<file path="src/rtl/l1_load_scheduler_pkg.sv">
// Shared sizing, FSM encodings and helpers for the L1 load scheduler and its staging buffer.
// Build option L1_ERR_CNT_EN (see l1_load_scheduler) uses sat_inc16.
package l1_load_scheduler_pkg;

    localparam int L1_LEN_BYTES = 67;
    localparam int L1_PTR_W     = 7;

    typedef enum logic [1:0] {
        ST_IDLE  = 2'd0,
        ST_LOAD  = 2'd1,
        ST_SHIFT = 2'd2
    } sched_state_e;

    function automatic logic [15:0] sat_inc16(input logic [15:0] v);
        return (v == 16'hFFFF) ? v : v + 16'd1;
    endfunction

endpackage

</file>
<file path="src/rtl/l1_load_scheduler_if.sv">
// Host byte stream, ring register/decoder strobes and assembler handshake of the L1 load scheduler.
// slave = scheduler side, master = surrounding environment.
interface l1_load_scheduler_if;
    logic [7:0] host_dat;
    logic       host_vld;
    logic       host_sop;
    logic       host_eop;
    logic       host_rdy;
    logic [7:0] l1_data_in;
    logic       l1_load;
    logic       l1_shift;
    logic [7:0] l1_data_out;
    logic       l1_req;
    logic [7:0] l1_out_dat;
    logic       l1_out_vld;
    logic       l1_out_rdy;
    logic       l1_out_last;
    logic       cfg_updated;
    logic       l1_valid;

    modport slave (
        input  host_dat, host_vld, host_sop, host_eop, l1_data_out, l1_req, l1_out_rdy,
        output host_rdy, l1_data_in, l1_load, l1_shift, l1_out_dat, l1_out_vld,
               l1_out_last, cfg_updated, l1_valid
    );

    modport master (
        output host_dat, host_vld, host_sop, host_eop, l1_data_out, l1_req, l1_out_rdy,
        input  host_rdy, l1_data_in, l1_load, l1_shift, l1_out_dat, l1_out_vld,
               l1_out_last, cfg_updated, l1_valid
    );
endinterface

</file>
<file path="src/rtl/l1_load_scheduler_staging_buffer.sv">
// Staging store for one L1 packet: length check on the host stream, pending flag, random-access read port.
// Host is back-pressured (wr_rdy_o=0) from a good EOP until load_done_i.
module l1_staging_buffer
    import l1_load_scheduler_pkg::*;
#(
    parameter int L1_LEN = L1_LEN_BYTES,
    parameter int PTR_W  = L1_PTR_W
) (
    input  logic             clk,
    input  logic             rst_n,
    input  logic [7:0]       wr_dat_i,
    input  logic             wr_vld_i,
    input  logic             wr_sop_i,
    input  logic             wr_eop_i,
    output logic             wr_rdy_o,
    input  logic [PTR_W-1:0] rd_addr_i,
    output logic [7:0]       rd_dat_o,
    input  logic             load_done_i,
    output logic             pending_o,
    output logic             discard_o
);

    localparam logic [PTR_W-1:0] LAST_IDX = PTR_W'(L1_LEN - 1);

    logic [7:0]       mem_q [L1_LEN];
    logic [PTR_W-1:0] wr_ptr_q, wr_ptr_d;
    logic             active_q, active_d;
    logic             pending_q, pending_d;
    logic             discard_d;
    logic             we;
    logic [PTR_W-1:0] wr_addr;
    logic             take;

    assign wr_rdy_o  = !pending_q;
    assign take      = wr_vld_i & wr_rdy_o;
    assign pending_o = pending_q;
    assign discard_o = discard_d;
    assign rd_dat_o  = (rd_addr_i < PTR_W'(L1_LEN)) ? mem_q[rd_addr_i] : 8'h00;

    always_comb begin
        wr_ptr_d  = wr_ptr_q;
        active_d  = active_q;
        pending_d = pending_q;
        discard_d = 1'b0;
        we        = 1'b0;
        wr_addr   = wr_ptr_q;
        if (load_done_i) pending_d = 1'b0;
        if (take) begin
            if (wr_sop_i) begin
                // An SOP while collecting throws away the partial packet.
                discard_d = active_q;
                we        = 1'b1;
                wr_addr   = '0;
                if (wr_eop_i) begin
                    active_d  = 1'b0;
                    wr_ptr_d  = '0;
                    discard_d = 1'b1;
                end else begin
                    active_d = 1'b1;
                    wr_ptr_d = PTR_W'(1);
                end
            end else if (active_q) begin
                we = 1'b1;
                if (wr_ptr_q == LAST_IDX) begin
                    active_d = 1'b0;
                    wr_ptr_d = '0;
                    if (wr_eop_i) pending_d = 1'b1;
                    else          discard_d = 1'b1;
                end else if (wr_eop_i) begin
                    active_d  = 1'b0;
                    wr_ptr_d  = '0;
                    discard_d = 1'b1;
                end else begin
                    wr_ptr_d = wr_ptr_q + PTR_W'(1);
                end
            end
        end
    end

    always_ff @(posedge clk or negedge rst_n) begin
        if (!rst_n) begin
            wr_ptr_q  <= '0;
            active_q  <= 1'b0;
            pending_q <= 1'b0;
        end else begin
            wr_ptr_q  <= wr_ptr_d;
            active_q  <= active_d;
            pending_q <= pending_d;
        end
    end

    always_ff @(posedge clk) begin
        if (we) mem_q[wr_addr] <= wr_dat_i;
    end

endmodule

</file>
<file path="src/rtl/l1_load_scheduler.sv">
// Commits a staged L1 packet to the ring as one gap-free L1_LOAD burst and arbitrates it against full-rotation SHIFT bursts.
// Last host byte -> L1_LOAD in 2 cycles; L1_REQ -> L1_OUT_VALID in 1 cycle; SHIFT stalls on L1_OUT_READY; L1_ERR_CNT_EN adds l1_err_cnt_o.
module l1_load_scheduler
    import l1_load_scheduler_pkg::*;
#(
    parameter int L1_LEN = L1_LEN_BYTES,
    parameter int PTR_W  = L1_PTR_W
) (
    input  logic                clk,
    input  logic                rst_n,
    l1_load_scheduler_if.slave  bus
`ifdef L1_ERR_CNT_EN
    ,
    output logic [15:0]         l1_err_cnt_o
`endif
);

    localparam logic [PTR_W-1:0] LEN_C  = PTR_W'(L1_LEN);
    localparam logic [PTR_W-1:0] LAST_C = PTR_W'(L1_LEN - 1);

    sched_state_e     state_q, state_d;
    logic [PTR_W-1:0] cnt_q, cnt_d;
    logic             load_q, load_d;
    logic [7:0]       data_q, data_d;
    logic             cfg_q, cfg_d;
    logic             valid_q, valid_d;
    logic             load_done;
    logic             pending;
    logic             discard;
    logic [7:0]       rd_dat;
    logic             out_vld;
    logic             shift;

    l1_staging_buffer #(.L1_LEN(L1_LEN), .PTR_W(PTR_W)) u_stage (
        .clk         (clk),
        .rst_n       (rst_n),
        .wr_dat_i    (bus.host_dat),
        .wr_vld_i    (bus.host_vld),
        .wr_sop_i    (bus.host_sop),
        .wr_eop_i    (bus.host_eop),
        .wr_rdy_o    (bus.host_rdy),
        .rd_addr_i   (cnt_q),
        .rd_dat_o    (rd_dat),
        .load_done_i (load_done),
        .pending_o   (pending),
        .discard_o   (discard)
    );

    assign out_vld         = (state_q == ST_SHIFT);
    assign shift           = out_vld & bus.l1_out_rdy;
    assign bus.l1_out_vld  = out_vld;
    assign bus.l1_out_last = out_vld && (cnt_q == LAST_C);
    assign bus.l1_shift    = shift;
    assign bus.l1_out_dat  = bus.l1_data_out;
    assign bus.l1_load     = load_q;
    assign bus.l1_data_in  = data_q;
    assign bus.cfg_updated = cfg_q;
    assign bus.l1_valid    = valid_q;

    // Output strobes are registered, so the first LOAD byte is launched on the IDLE->LOAD edge.
    always_comb begin
        state_d   = state_q;
        cnt_d     = cnt_q;
        load_d    = 1'b0;
        data_d    = 8'h00;
        cfg_d     = 1'b0;
        valid_d   = valid_q;
        load_done = 1'b0;
        case (state_q)
            ST_IDLE: begin
                if (pending) begin
                    state_d = ST_LOAD;
                    load_d  = 1'b1;
                    data_d  = rd_dat;
                    cnt_d   = PTR_W'(1);
                end else if (bus.l1_req && valid_q) begin
                    state_d = ST_SHIFT;
                    cnt_d   = '0;
                end
            end
            ST_LOAD: begin
                if (cnt_q == LEN_C) begin
                    state_d   = ST_IDLE;
                    cnt_d     = '0;
                    cfg_d     = 1'b1;
                    valid_d   = 1'b1;
                    load_done = 1'b1;
                end else begin
                    load_d = 1'b1;
                    data_d = rd_dat;
                    cnt_d  = cnt_q + PTR_W'(1);
                end
            end
            ST_SHIFT: begin
                if (shift) begin
                    if (cnt_q == LAST_C) begin
                        state_d = ST_IDLE;
                        cnt_d   = '0;
                    end else begin
                        cnt_d = cnt_q + PTR_W'(1);
                    end
                end
            end
            default: begin
                state_d = ST_IDLE;
                cnt_d   = '0;
            end
        endcase
    end

    always_ff @(posedge clk or negedge rst_n) begin
        if (!rst_n) begin
            state_q <= ST_IDLE;
            cnt_q   <= '0;
            load_q  <= 1'b0;
            data_q  <= 8'h00;
            cfg_q   <= 1'b0;
            valid_q <= 1'b0;
        end else begin
            state_q <= state_d;
            cnt_q   <= cnt_d;
            load_q  <= load_d;
            data_q  <= data_d;
            cfg_q   <= cfg_d;
            valid_q <= valid_d;
        end
    end

`ifdef L1_ERR_CNT_EN
    logic [15:0] err_q, err_d;

    assign err_d        = discard ? sat_inc16(err_q) : err_q;
    assign l1_err_cnt_o = err_q;

    always_ff @(posedge clk or negedge rst_n) begin
        if (!rst_n) err_q <= 16'h0000;
        else        err_q <= err_d;
    end
`else
    logic discard_unused;
    assign discard_unused = discard;
`endif

endmodule

</file>
<file path="src/flat_wrapper.sv">
// flat-port wrapper written by rule: the top's interface ports become plain ports
module l1_load_scheduler_flat import l1_load_scheduler_pkg::*;
#(
    parameter int L1_LEN = L1_LEN_BYTES,
    parameter int PTR_W  = L1_PTR_W
)
  (clk, rst_n, bus_host_dat, bus_host_vld, bus_host_sop, bus_host_eop, bus_l1_data_out, bus_l1_req, bus_l1_out_rdy, bus_host_rdy, bus_l1_data_in, bus_l1_load, bus_l1_shift, bus_l1_out_dat, bus_l1_out_vld, bus_l1_out_last, bus_cfg_updated, bus_l1_valid);
  l1_load_scheduler_if bus_i ();
  input  logic clk;
  input  logic rst_n;
  input wire logic [$bits(bus_i.host_dat)-1:0] bus_host_dat;
  input wire logic [$bits(bus_i.host_vld)-1:0] bus_host_vld;
  input wire logic [$bits(bus_i.host_sop)-1:0] bus_host_sop;
  input wire logic [$bits(bus_i.host_eop)-1:0] bus_host_eop;
  input wire logic [$bits(bus_i.l1_data_out)-1:0] bus_l1_data_out;
  input wire logic [$bits(bus_i.l1_req)-1:0] bus_l1_req;
  input wire logic [$bits(bus_i.l1_out_rdy)-1:0] bus_l1_out_rdy;
  output wire logic [$bits(bus_i.host_rdy)-1:0] bus_host_rdy;
  output wire logic [$bits(bus_i.l1_data_in)-1:0] bus_l1_data_in;
  output wire logic [$bits(bus_i.l1_load)-1:0] bus_l1_load;
  output wire logic [$bits(bus_i.l1_shift)-1:0] bus_l1_shift;
  output wire logic [$bits(bus_i.l1_out_dat)-1:0] bus_l1_out_dat;
  output wire logic [$bits(bus_i.l1_out_vld)-1:0] bus_l1_out_vld;
  output wire logic [$bits(bus_i.l1_out_last)-1:0] bus_l1_out_last;
  output wire logic [$bits(bus_i.cfg_updated)-1:0] bus_cfg_updated;
  output wire logic [$bits(bus_i.l1_valid)-1:0] bus_l1_valid;
  assign bus_i.host_dat = bus_host_dat;
  assign bus_i.host_vld = bus_host_vld;
  assign bus_i.host_sop = bus_host_sop;
  assign bus_i.host_eop = bus_host_eop;
  assign bus_i.l1_data_out = bus_l1_data_out;
  assign bus_i.l1_req = bus_l1_req;
  assign bus_i.l1_out_rdy = bus_l1_out_rdy;
  assign bus_host_rdy = bus_i.host_rdy;
  assign bus_l1_data_in = bus_i.l1_data_in;
  assign bus_l1_load = bus_i.l1_load;
  assign bus_l1_shift = bus_i.l1_shift;
  assign bus_l1_out_dat = bus_i.l1_out_dat;
  assign bus_l1_out_vld = bus_i.l1_out_vld;
  assign bus_l1_out_last = bus_i.l1_out_last;
  assign bus_cfg_updated = bus_i.cfg_updated;
  assign bus_l1_valid = bus_i.l1_valid;
  l1_load_scheduler #(.L1_LEN(L1_LEN), .PTR_W(PTR_W)) u_core (.clk(clk), .rst_n(rst_n), .bus(bus_i));
endmodule
</file>
<file path="config.mk">
export PLATFORM = sky130hd
export DESIGN_NAME = l1_load_scheduler_flat
export DESIGN_NICKNAME = d
export VERILOG_FILES = /design/src/rtl/l1_load_scheduler_pkg.sv /design/src/rtl/l1_load_scheduler_if.sv /design/src/rtl/l1_load_scheduler_staging_buffer.sv /design/src/rtl/l1_load_scheduler.sv /design/src/flat_wrapper.sv
export SDC_FILE = /design/constraint.sdc
export NUM_CORES = 1
export LEC_CHECK = 0
export CORE_MARGIN = 2
export CORE_UTILIZATION = 25
export CTS_BUF_LIST = sky130_fd_sc_hd__clkbuf_4
export DETAILED_ROUTE_END_ITERATION = 7
export PLACE_DENSITY = 0.45
export SLEW_MARGIN = 20
export SYNTH_ARGS = -nofsm -noshare
export SYNTH_HDL_FRONTEND = slang
export SYNTH_SLANG_ARGS = --single-unit
</file>
<file path="constraint.sdc">
create_clock -name clk -period 3 [get_ports clk]
set_input_delay 0.3 -clock clk [delete_from_list [all_inputs] [get_ports clk]]
set_output_delay 0.3 -clock clk [all_outputs]
set_load 0.05 [all_outputs]
</file>
* Word-level counts from Yosys, hierarchy flattened *
Memories as Yosys holds them, arrays and structs flattened.
Cells that the tools add are included.

cells by class
  magnitude comparators = 1
  bitwise gates (word level) = 2
  eq/ne operators = 9
  muxes and demuxes = 43
  reduce and logical (&&, ||, !) cells = 9
  add/subtract/negate cells = 2

operators with widths
  cell                                                    count
  two-way mux 7 bit                                       11
  two-way mux 8 bit                                       3
  == test 7 bit (second input constant)                   3
  case mux 7 bit (3 select lines)                         1
  two-way mux 1 bit                                       20
  case mux 8 bit (2 select lines)                         1
  adder 7 x 1 -> 7 bit (second input constant)            2
  two-way mux 2 bit                                       5
  less-than comparator 7 bit (second input constant)      1
  case mux 2 bit (3 select lines)                         1
  AND reduction 2 bit                                     3
  inequality test 2 bit (second input constant)           2
  AND reduction 4 bit                                     1
  inequality test 3 x 2 -> 1 bit (second input constant)  1
  AND 1 bit                                               2
  == test 2 x 1 -> 1 bit (second input constant)          1
  == test 2 bit (second input constant)                   1
  logical AND 1 bit                                       2
  zero test 2 bit                                         1
  inequality test 2 x 1 -> 1 bit (second input constant)  1
  case mux 1 bit (2 select lines)                         1
  nonzero test 2 bit                                      1
  zero test 1 bit                                         1

storage, ports and cells
  memory bits (writable) = 536
  logic and storage cells = 76
  memories = 1
  register bits = 29
  output and inout port bits = 23
  bits of input ports = 23

memories
  memory                words  bits a word  rd ports  clocked after Yosys merged registers in  write ports  line                                    source
  u_core.u_stage.mem_q  67     8            1         0                                        1            l1_load_scheduler_staging_buffer.sv:25  logic [7:0] mem_q [L1_LEN];

* Longest topological paths before layout *
  word-level depth = 9
  depth in mapped cells = 11
  gate-level depth less buffers = 7

* Cells and area by module *
Synthesis repeated with hierarchy kept, for this count alone.

second synthesis, totals
  cell total of the unflattened synthesis = 1180
  area total of the unflattened synthesis = 22723.0 sq um

modules (own cells, without submodules)
  module             area each (sq um)  times used  seq. area each (sq um)  cells each
  l1_staging_buffer  21665.8            1           16320.7                 1083
  l1_load_scheduler  1057.3             1           500.5                   97

* Worst setup path after synthesis *
No wires, ideal clock.

  path kind = reg2out
  start = reg u_core.cnt_q[0]
  end = out bus_l1_out_last
  buffers on the path = 3
  data required time = 2.700 ns
  setup slack = 0.177 ns
  cell stages (with the launch flop) = 8
  arrival time = 2.523 ns
  cells stage by stage = dfrtp_1 -> buf_4 -> buf_6 -> inv_2 -> buf_2 -> ha_1 -> nand4_1 -> nor3b_1

on the way
  word-level cells in the longest chain between the ends = 2

RTL lines
  item                      line                      source
  start: declaration        l1_load_scheduler.sv:22   logic [PTR_W-1:0] cnt_q, cnt_d;
  start signal: assignment  l1_load_scheduler.sv:121  cnt_q <= cnt_d;
  == test 7 bit             l1_load_scheduler.sv:52   assign bus.l1_out_last = out_vld && (cnt_q == LAST_C);
  logical AND 1 bit         l1_load_scheduler.sv:52
  end: declaration          flat_wrapper.sv:24        output wire logic [$bits(bus_i.l1_out_last)-1:0] bus_l1_out_last;

No other way between the ends.

* Worst setup path in the final report *
  start = reg u_core.cnt_q[1]
  end = reg u_core.data_q[3], in the netlist u_core.bus.l1_data_in[3]

on the way
  word-level cells in the longest chain between the ends = 4
  elaborated cells between the ends (all ways) = 7
  those cells by class = order compare: 1; eq/ne: 1; mux: 4; memory: 1

RTL lines
  item                                                                    line                                              source
  memory read (67 x 8 bit) or less-than comparator 7 bit (tied branches)  n/a
  two-way mux 8 bit                                                       l1_load_scheduler_staging_buffer.sv:38            assign rd_dat_o = (rd_addr_i < PTR_W'(L1_LEN)) ? mem_q[rd_addr_i] : 8'h00;
  two-way mux 8 bit (on tied branches)                                    l1_load_scheduler.sv:82, l1_load_scheduler.sv:71
  case mux 8 bit (2 select lines) (*)                                     l1_load_scheduler.sv:69                           case (state_q)
  named net u_core.data_d[3]                                              l1_load_scheduler.sv:24                           logic [7:0] data_q, data_d;
  end signal: assignment                                                  l1_load_scheduler.sv:123                          data_q <= data_d;
  end: declaration                                                        l1_load_scheduler.sv:24

The timed path passes the listed nets; every way through them passes the cells marked *.
A chain may end at the register's enable or synchronous reset.

==> flow_summary.toml <==
[setup_path]
path_class = "register to register"
crit_arrival_ns = 3.69
r2r-start = "u_core.cnt_q[1]$_DFFE_PN0P_"
crit_chain = "buf_4, buf_12, mux4_1, mux2i_1, a32o_1, a2111oi_1, a21oi_1, o22ai_1"
rr_endpoint = "u_core.bus.l1_data_in[3]$_DFF_PN0_"
worstSetupStartpointType = "register"
worst_path_largest_cell_delay_ns = 0.58
end_kind = "register"
path_max_fanout = 16
crit_required_ns = 3.79
slowest_stage = "mux4_1"
rr_worst_depth = 8
cp-startpoint = "u_core.cnt_q[1]$_DFFE_PN0P_"
critPathCapture = "u_core.bus.l1_data_in[3]$_DFF_PN0_"
r2r_slack_ns = 0.10

[cells_and_area]
final_cell_area_mm2 = 0.0273
fin_cells = 2757
num-nets-final = 1493
syn_to_final_growth_pct = 21.0
drive_above_1_share_pct = 32.6

[synthesis]
ys_warn_count = 0
synth_area_mm2 = 0.0225
synth-edff-count = 536
ys_ff_latch = 565
yosysMostFrequentCell = "edfxtp_1"
async_flop_share_pct = 5.13
synth_top_area_share_pct = 71.4
ys_seq_area_share_pct = 74.6
synth_cells = 1185
yosysTopAreaCell = "edfxtp_1"
ys_top_cells_by_count = "536 x edfxtp_1, 94 x mux4_2, 92 x nor2_1"
ys_types = 54
synth_xor_area_share_pct = 0
synth-simple-area-share_pct = 4.55
ys.flop_type = "edfxtp_1"
synth-compound-area-share_pct = 3.56
synth_fa_ha_area_share_pct = 0.222
synthMuxAreaShare_pct = 14.8
avgSynthCellArea_um2 = 19.0
ys_top_cells_by_area = "edfxtp_1 71%, mux4_2 9.4%, mux2i_1 3.7%"
synth_nets = 1212
synth_top_family_by_area = "multiplexers"

[cts]
clkSinkCount = 565
cts_buffer_depth = 3
h-tree-depth = 4
clk-insertion-delay-late_ns = 0.96
cts_tree = "done"
clk_pin_slew_ns = 0.06
numCtsBuffers = 153
root_buffer = "clkbuf_4"

[placement]
dp_hpwl_um = 37200
port_buffers = 29
dpl.cell_count = 2471
place.gp.congestion = 0.861
dpl_cell_area_mm2 = 0.0251

[sta]
tightest_slew_ns = 1.04
slew_violations = 0
clock.fmax_ghz = 0.345
fin_skew_ns = 0.0542
slew_headroom_pct = 30.9
timing.final.crit_share_pct = 96.6
hold_violations = 0
fin_crit_ns = 2.90
setup_violations = 0

[die]
dieWidth_um = 304
core-area_mm2 = 0.0897
start_util_pct = 25.1
top_level_ports = 46
die_h_um = 304
die_area_mm2 = 0.0926
row_count = 110

[grt]
track_usage_pct = 13.0
grt_pass1_wl_um = 87300
antenna_found_initial = 2
grt_max_degree = 68
grt_overflow_total = 0
grt_pass1_vias = 12800

[power]
ir_drop_uv = 342
powerDensity_mw_per_mm2 = 576
p_leak_uw = 0.00910

[detailed_routing]
num_vias = 12500
drc_errors = 0
avgViaCountPerCell = 4.54
wl_per_cell_um = 21.5
ant_nets = 0
totalWireLength_um = 59400
first_iter_violations = 1002
first_pass_iters = 5

[worst_hold_path]
hold_depth = 1
hp-class = "input pin to register"

[job]
cap_violations = 0

[outcome]
status = "finished clean"
flip-flops by register name (all words and copies together) (netlist names):
| name | flops |
|---|---|
| u_core.bus.cfg_updated | 1 |
| u_core.state_q | 2 |
| u_core.u_stage.mem_q | 536 |
| u_core.u_stage.pending_o | 1 |
| u_core.bus.l1_valid | 1 |
| u_core.u_stage.wr_ptr_q | 7 |
| u_core.bus.l1_load | 1 |
| u_core.cnt_q | 7 |
| u_core.u_stage.active_q | 1 |
| u_core.bus.l1_data_in | 8 |
worst min path at each step:
stage | start | end | slack [ns]
after global routing | bus_host_dat[0] | u_core.u_stage.mem_q[36][0]$_DFFE_PP_ | 0.06
after CTS | bus_host_eop | u_core.u_stage.active_q$_DFFE_PN0P_ | 0.001
after global placement | u_core.bus.l1_valid$_DFFE_PN0P_ | u_core.bus.l1_valid$_DFFE_PN0P_ | 0.50
final | bus_host_dat[0] | u_core.u_stage.mem_q[36][0]$_DFFE_PP_ | 0.12
after floorplan | rst_n | u_core.bus.cfg_updated$_DFF_PN0_ | 0.004
after detailed placement | u_core.bus.l1_valid$_DFFE_PN0P_ | u_core.bus.l1_valid$_DFFE_PN0P_ | 0.49
cell families after synthesis:
kind of cell / Yosys count
flops: 565
simple gates: 225
mux: 193
compound gates: 119
buf+inv: 79
fa+ha+maj: 4
through the flow:
stage | setup slack, ns | util (%) | total power (uW) | setup TNS (ns) | hold slack (ns)
floorplan | 0.177 | - | 8830 | 0 | 0.00441
global placement | -0.0352 | 28.0 | 8980 | -0.294 | 0.498
detailed placement | -0.0578 | 28.0 | 8990 | -0.0841 | 0.489
CTS | -0.115 | 30.3 | 16000 | -0.115 | 0.000981
global route | -0.000322 | 30.4 | 16400 | -0.000322 | 0.0617
finish | 0.103 | 30.4 | 15700 | 0 | 0.119
layer usage:
metal  part of all wire (%)  up-vias  routed length, um  GRT usage, %
met5                      0        -                  0             0
met2                     46      405              27500          20.0
met3                    5.4       99               3230          3.22
li1                       -     5494                  -             -
met4                    2.6        0               1530          5.24
met1                     46     6511              27100          17.5
cells in the final DEF (no fill, tap or decap), types with 5 or more instances in the layout:
master / n
buf_4: 144
nand4_1: 13
o22ai_1: 16
buf_12: 15
and2_1: 5
clkinv_2: 6
mux4_1: 14
buf_2: 8
a211oi_1: 5
inv_1: 7
nor2_1: 91
o31ai_1: 6
a22oi_1: 19
dlygate4sd3_1: 9
nand2_1: 58
mux4_2: 94
o21ai_0: 19
o211ai_1: 8
mux2i_1: 84
nor2b_1: 13
dfrtp_1: 25
clkinv_1: 31
nand2b_1: 7
clkdlybuf4s50_1: 18
nand3_1: 16
edfxtp_1: 536
a21oi_1: 22
clkbuf_4: 216
power breakdown:
part           internal (uW)  switching [uW]
Combinational           36.6             156
Clock                   3680            3210
Sequential              8630            1.19
Total                  12300            3370
timing repair:
item / 4_1_cts / 5_1_grt
setup endpoints to repair: 6 / 4
hold buffers: 9 / 0
hold endpoints to repair: 247 / 0
resized for setup: 7 / 4
buffers inserted: 4 / 3
final cells by class:
cell class                      instances  area, um2
Fill cell                            8897      62500
Sequential cell                       565      16800
Multi-Input combinational cell        541       5240
Timing Repair Buffer                  197       1720
Clock buffer                          216       1620
Tap cell                             1176       1470
Clock inverter                         52        344
Inverter                                8       37.5
Antenna cell                            2       5.00
worst max-delay path: cells and delay by family (launching register included):
| family | cells | cell delay [ns] |
|---|---|---|
| buf+inv | 2 | 0.48 |
| flops | 1 | 0.42 |
| compound gates | 4 | 0.98 |
| mux | 2 | 0.81 |
No activity file was read; power rests on OpenSTA's default activity.
